`src/rtl/pll_pkg.sv`:
```
// Shared types and helpers for the DCO cell encoder: default code width, FSM states, slew-step clamp.
// Combinational helpers only; no state lives here.
package pll_pkg;

  localparam int PLL_CODE_SIZE = 5;

  typedef enum logic [1:0] {
    IDLE  = 2'd0,
    TRACK = 2'd1,
    SLEW  = 2'd2
  } dco_enc_state_t;

  // Magnitude of the next slew step: min(|diff|, max_step).
  function automatic int clamp_step(input int diff, input int max_step);
    int mag;
    mag = (diff < 0) ? -diff : diff;
    return (mag > max_step) ? max_step : mag;
  endfunction

endpackage

```
`src/rtl/dco_cell_encoder_therm_rotate.sv`:
```
// Combinational count -> CELLS-bit thermometer, rotated left by ptr (modulo CELLS).
// With ptr tied to zero this is the plain LSB-aligned thermometer.
module therm_rotate
  import pll_pkg::*;
#(
  parameter int CODE_SIZE = PLL_CODE_SIZE
) (
  input  logic [CODE_SIZE-1:0]        count,
  input  logic [CODE_SIZE-1:0]        ptr,
  output logic [(2**CODE_SIZE)-2:0]   cells
);

  localparam int CELLS = (2**CODE_SIZE) - 1;

  logic [CELLS-1:0]   therm;
  logic [2*CELLS-1:0] wide;

  always_comb begin
    therm = '0;
    for (int i = 0; i < CELLS; i++) begin
      therm[i] = (i < int'(count));
    end
    // Bits shifted past the top fold back to bit 0, giving a modulo-CELLS rotation.
    wide  = {{CELLS{1'b0}}, therm} << ptr;
    cells = wide[CELLS-1:0] | wide[2*CELLS-1:CELLS];
  end

endmodule

```
`src/rtl/dco_cell_encoder.sv`:
```
// Slews the applied DCO code toward the filter target by at most MAX_STEP per clk_ref and drives registered cell enables.
// Optional DCO_DWA_EN rotates the enabled cells with a data-weighted-averaging pointer.
module dco_cell_encoder
  import pll_pkg::*;
#(
  parameter int CODE_SIZE = PLL_CODE_SIZE,
  parameter int MAX_STEP  = 4
) (
  input  logic                        clk_ref,
  input  logic                        rst,
  input  logic                        enable,
  input  logic [CODE_SIZE-1:0]        code_in,
  input  logic                        code_valid,
  output logic                        code_ready,
  output logic [(2**CODE_SIZE)-2:0]   cell_en,
  output logic [CODE_SIZE-1:0]        code_now,
  output logic                        settled
);

  localparam int CELLS = (2**CODE_SIZE) - 1;

  dco_enc_state_t           state_q, state_d;
  logic [CODE_SIZE-1:0]     target_q, target_d;
  logic [CODE_SIZE-1:0]     code_now_q, code_now_d;
  logic [CELLS-1:0]         cell_en_q, cell_en_d;
  logic [CELLS-1:0]         rot_cells;
  logic [CODE_SIZE-1:0]     rot_ptr;
  logic signed [CODE_SIZE:0] diff;
  logic [CODE_SIZE-1:0]     step;

  // One extra bit keeps the signed difference exact across the full 0..CELLS range.
  assign diff = $signed({1'b0, target_q}) - $signed({1'b0, code_now_q});
  assign step = CODE_SIZE'(clamp_step(int'(diff), MAX_STEP));

  always_comb begin
    state_d    = state_q;
    target_d   = target_q;
    code_now_d = code_now_q;
    if (!enable) begin
      state_d    = IDLE;
      target_d   = '0;
      code_now_d = '0;
    end else begin
      case (state_q)
        IDLE:  state_d = TRACK;
        TRACK: begin
          if (code_valid) begin
            target_d = code_in;
            if (code_in != code_now_q) state_d = SLEW;
          end
        end
        SLEW: begin
          if (diff > 0) code_now_d = code_now_q + step;
          else          code_now_d = code_now_q - step;
          if (code_now_d == target_q) state_d = TRACK;
        end
        default: state_d = IDLE;
      endcase
    end
  end

`ifdef DCO_DWA_EN
  logic [CODE_SIZE-1:0] ptr_q, ptr_d;
  logic [CODE_SIZE:0]   ptr_sum;

  assign rot_ptr = ptr_q;

  always_comb begin
    ptr_d   = ptr_q;
    ptr_sum = {1'b0, ptr_q} + {1'b0, code_now_d};
    if (!enable) begin
      ptr_d = '0;
    end else if (state_q == TRACK || state_q == SLEW) begin
      ptr_d = (ptr_sum >= (CODE_SIZE+1)'(CELLS)) ? CODE_SIZE'(ptr_sum - (CODE_SIZE+1)'(CELLS))
                                                 : CODE_SIZE'(ptr_sum);
    end
  end

  always_ff @(posedge clk_ref) begin
    if (rst) ptr_q <= '0;
    else     ptr_q <= ptr_d;
  end
`else
  assign rot_ptr = '0;
`endif

  therm_rotate #(.CODE_SIZE(CODE_SIZE)) u_therm_rotate (
    .count (code_now_d),
    .ptr   (rot_ptr),
    .cells (rot_cells)
  );

  // Enables come from the same next-code value as code_now, so both registers always agree.
  assign cell_en_d = rot_cells;

  always_ff @(posedge clk_ref) begin
    if (rst) begin
      state_q    <= IDLE;
      target_q   <= '0;
      code_now_q <= '0;
      cell_en_q  <= '0;
    end else begin
      state_q    <= state_d;
      target_q   <= target_d;
      code_now_q <= code_now_d;
      cell_en_q  <= cell_en_d;
    end
  end

  assign code_ready = (state_q == TRACK);
  assign settled    = (state_q == TRACK);
  assign code_now   = code_now_q;
  assign cell_en    = cell_en_q;

endmodule

```
`config.mk`:
```
export PLATFORM = sky130hd
export DESIGN_NAME = dco_cell_encoder
export DESIGN_NICKNAME = d
export VERILOG_FILES = /design/src/rtl/pll_pkg.sv /design/src/rtl/dco_cell_encoder_therm_rotate.sv /design/src/rtl/dco_cell_encoder.sv
export SDC_FILE = /design/constraint.sdc
export NUM_CORES = 1
export LEC_CHECK = 0
export CAP_MARGIN = 25
export CORE_AREA = 2 2 74 76
export DETAILED_ROUTE_END_ITERATION = 10
export DIE_AREA = 0 0 76 78
export HOLD_SLACK_MARGIN = 0.02
export MAX_ROUTING_LAYER = met4
export PLACE_DENSITY = 0.7
export SLEW_MARGIN = 40
export SYNTH_ARGS = -nofsm -noshare
export SYNTH_HDL_FRONTEND = slang
export SYNTH_SLANG_ARGS = --single-unit
```
`constraint.sdc`:
```
create_clock -name clk_ref -period 8 [get_ports clk_ref]
set_clock_uncertainty 0.05 [all_clocks]
set_input_delay 2.4 -clock clk_ref [delete_from_list [all_inputs] [get_ports clk_ref]]
set_output_delay 2.4 -clock clk_ref [all_outputs]
set_load 0.02 [all_outputs]
```
==> results.md <==
* Flops & latches, synth at 42
* Critical path required time at 8.17 ns
* YS warnings at 0
* Worst slew pin tran at 0.597 ns
* CP Launch Type: flop
* N_diodes at 0
* Initial DRC Count at 145
* Fillers at 491
* Highest clock rate at ~0.18 GHz
* Clk slew on worst S/H paths at 0.08 ns
* IO buf count at 46
* Register area share after synthesis at 37.8%
* I/O pins at 47
* CP max FO at 15
* Gate power share at between 10% and 20%
* Die Y at between 70 and 80 µm
* Number of global-route vias before repair at 1832
* Syn avg cell area at 8.79 µm²
* CTS max path bufs at 2
* Placeable Area at between 0.005 and 0.006 mm²
* Worst Path Arrival at 5.73 ns
* Syn_nets at 275
* Vias per cell at 5.35
* Clock Power Share at 36.2%
* Count of final hold-check violations at 0
* Switching Power at approximately 120 µW
* Clk_lat worst skew at 0.29 ns
* Max cap viols at 0
* Area after DPL at 0.00273 mm²
* Hold-fix buffers, CTS at 0
* Post-route insts no fill at 368
* Routed len/inst at 14.4 µm
* PostCTS Resize Cnt at 0
* Synth Flop Type: dfxtp_1
* Finished layout cell area at between 0.002 and 0.003 mm²
* Final HPWL DP at 3990 µm
* Cells after DPL at 360
* Netlist cell types at 55
* Mapped Cells at 253
* Maximum number of pins on one net before global-route repair at 25
* Cell row count at 26
* Reg power frac at around 47%
* EDFF count, synth at 0
* Crit share post-route at 69.6%
* Async S/R FF share, synth at 0%
* Pleak at 1.06 nW
* Setup bufs post-CTS at 0
* Max_slew headroom at 60.1%
* Area Growth Syn to Fin at 27.4%
* GP Congestion at around 0.84
* Die area at 0.00593 mm²
* Class of the worst hold path: reg2reg
* Antenna-violating nets left at 0
* R2R cell count at 18
* Final max-slew violation count at 0
* Final Core Density at 56.2%
* Final Critical Period at 5.56 ns
* Post-Syn Area at 0.00222 mm²
* Register area at 841 µm²
* Hold_ws at about 0.45 ns
* CTS tree: done
* Tot GR Track Use at 19.2%
* H-tree depth at 2
* Hold path depth at 1
* Internal Power at around 340 µW
* Setup violators final at 0
* Fin Setup TNS at 0 ns
* Global-route wire length before repair at around 9000 µm
* Nature of the critical path endpoint: flop
* Status: complete, no violations
* Initial antenna violation count at 0
* Root Driver: clkbuf_8
* Die width at 76 µm
* CP Class: reg2reg
* Post-route DRC violation count at 0
* Footprint of the multi-input gates at between 0.001 and 0.0015 mm²
* Peak supply drop at 0.0000865 V
* RSZ-0062 raised after global routing: false
* Starting Density at 44.1%
* Via Count at between 1500 and 2000
* Highest-count cells in the layout ignoring fill and taps: clkdlybuf4s50_1 (45), dfxtp_1 (42), nand2_1 (28)
* Net Sw Frac at 25.3%
* Routed wire length at approximately 5300 µm
* TritonRoute pass-1 iters at 4
* Layout cells sized above 1 at 8.72%
* Power Density at 161 mW/mm²
* CTS sink cnt at 42
* TritonCTS Buffers at 5
* Total gr overflow at 0
* Layout net count at 319
* Most common cell after layout, fill and taps aside: clkdlybuf4s50_1
-- metal layers --
layer / vias up / routed length (µm) / track usage [%]
met1: 934 / 2540 / 25.4
met5: - / 0 / -
met2: 61 / 2470 / 31.0
li1: 969 / - / -
met4: 0 / 34 / 3.82
met3: 5 / 258 / 3.60
-- sequential cells by signal (all words and copies together) (netlist names) --
register  count
cell_en      31
target_q      5
code_now      4
state_q       2
-- worst max-delay path: stages (launching register included) --
cell	delay (ns)
dfxtp_1	0.49
inv_1	0.13
fa_1	0.49
xnor2_2	0.39
or4bb_1	0.55
o22ai_1	0.18
o311a_1	0.18
o21ai_0	0.10
or2_2	0.30
ha_1	0.27
mux2i_1	0.25
ha_1	0.30
a21o_1	0.18
a21o_1	0.18
xnor2_1	0.16
o21ai_0	0.37
nand2_1	0.38
or2_2	0.38
a21oi_1	0.15
-- cell usage after synthesis (2+ instances only) --
library cell,number,area share [%]
a31oi_1,2,0.56
o22ai_1,2,0.56
nand2_1,28,4.7
nor2_1,17,2.9
a211oi_1,2,0.68
o211ai_1,2,0.68
dfxtp_1,42,38
inv_1,12,2.0
clkbuf_1,4,0.68
buf_2,2,0.45
nor2b_1,4,1.1
a21oi_1,26,5.9
xnor2_1,9,3.5
a21o_1,4,1.4
buf_4,2,0.68
nand2b_1,7,2.0
ha_1,11,6.2
and3_1,3,0.84
o21a_1,3,1.0
fa_1,2,1.8
xor2_1,8,3.2
mux2i_1,3,1.4
nor3_1,2,0.45
nand3_1,6,1.4
a211o_1,2,0.79
or2_2,7,2.0
nor4_1,4,1.1
o21ai_0,8,1.8
and2_1,3,0.84
-- metrics by stage --
stage | worst slack, ns | power, mW
2_1_floorplan | 2.91 | 0.275
3_3_place_gp | 2.73 | 0.294
3_5_place_dp | 2.50 | 0.295
4_1_cts | 2.46 | 0.458
5_1_grt | 2.01 | 0.473
6_report | 2.44 | 0.456
-- logic make-up after synthesis --
kind of cell	synth area share [%]
AOI/OAI and AO/OA	19.7
xor gates and xnor gates	8.44
adders and majority gates	7.99
buffers and inverters	3.99
DFF	37.8
muxes	1.86
and+or+nand+nor	20.2
-- cell type report --
class | count | share of cell area (%)
multi-input cells | 190 | 45.7
clock buffers | 6 | 2.56
clock inverters | 2 | 1.33
flip-flops and latches | 42 | 29.7
repair buffers | 46 | 16.1
well taps | 70 | 3.09
inverters | 12 | 1.59
-- path summary, 6_finish.rpt --
path	from	end	slack, ns
worst max-delay path	code_now[1]	cell_en[9]	2.44
worst min-delay path	state_q[1]	state_q[0]	0.45
worst max register to register	code_now[1]	cell_en[9]	2.44
worst min register to register	state_q[1]	state_q[0]	0.45
-- power groups by stage --
stage / combinational [mW] / sequential, mW / clock, mW
final: 0.0777 / 0.213 / 0.165
after global routing: 0.0845 / 0.213 / 0.175
after CTS: 0.0776 / 0.213 / 0.167
after detailed placement: 0.0769 / 0.218 / 0
after global placement: 0.0763 / 0.218 / 0
after floorplan: 0.0557 / 0.220 / 0
(Power assumes the default switching activity.)
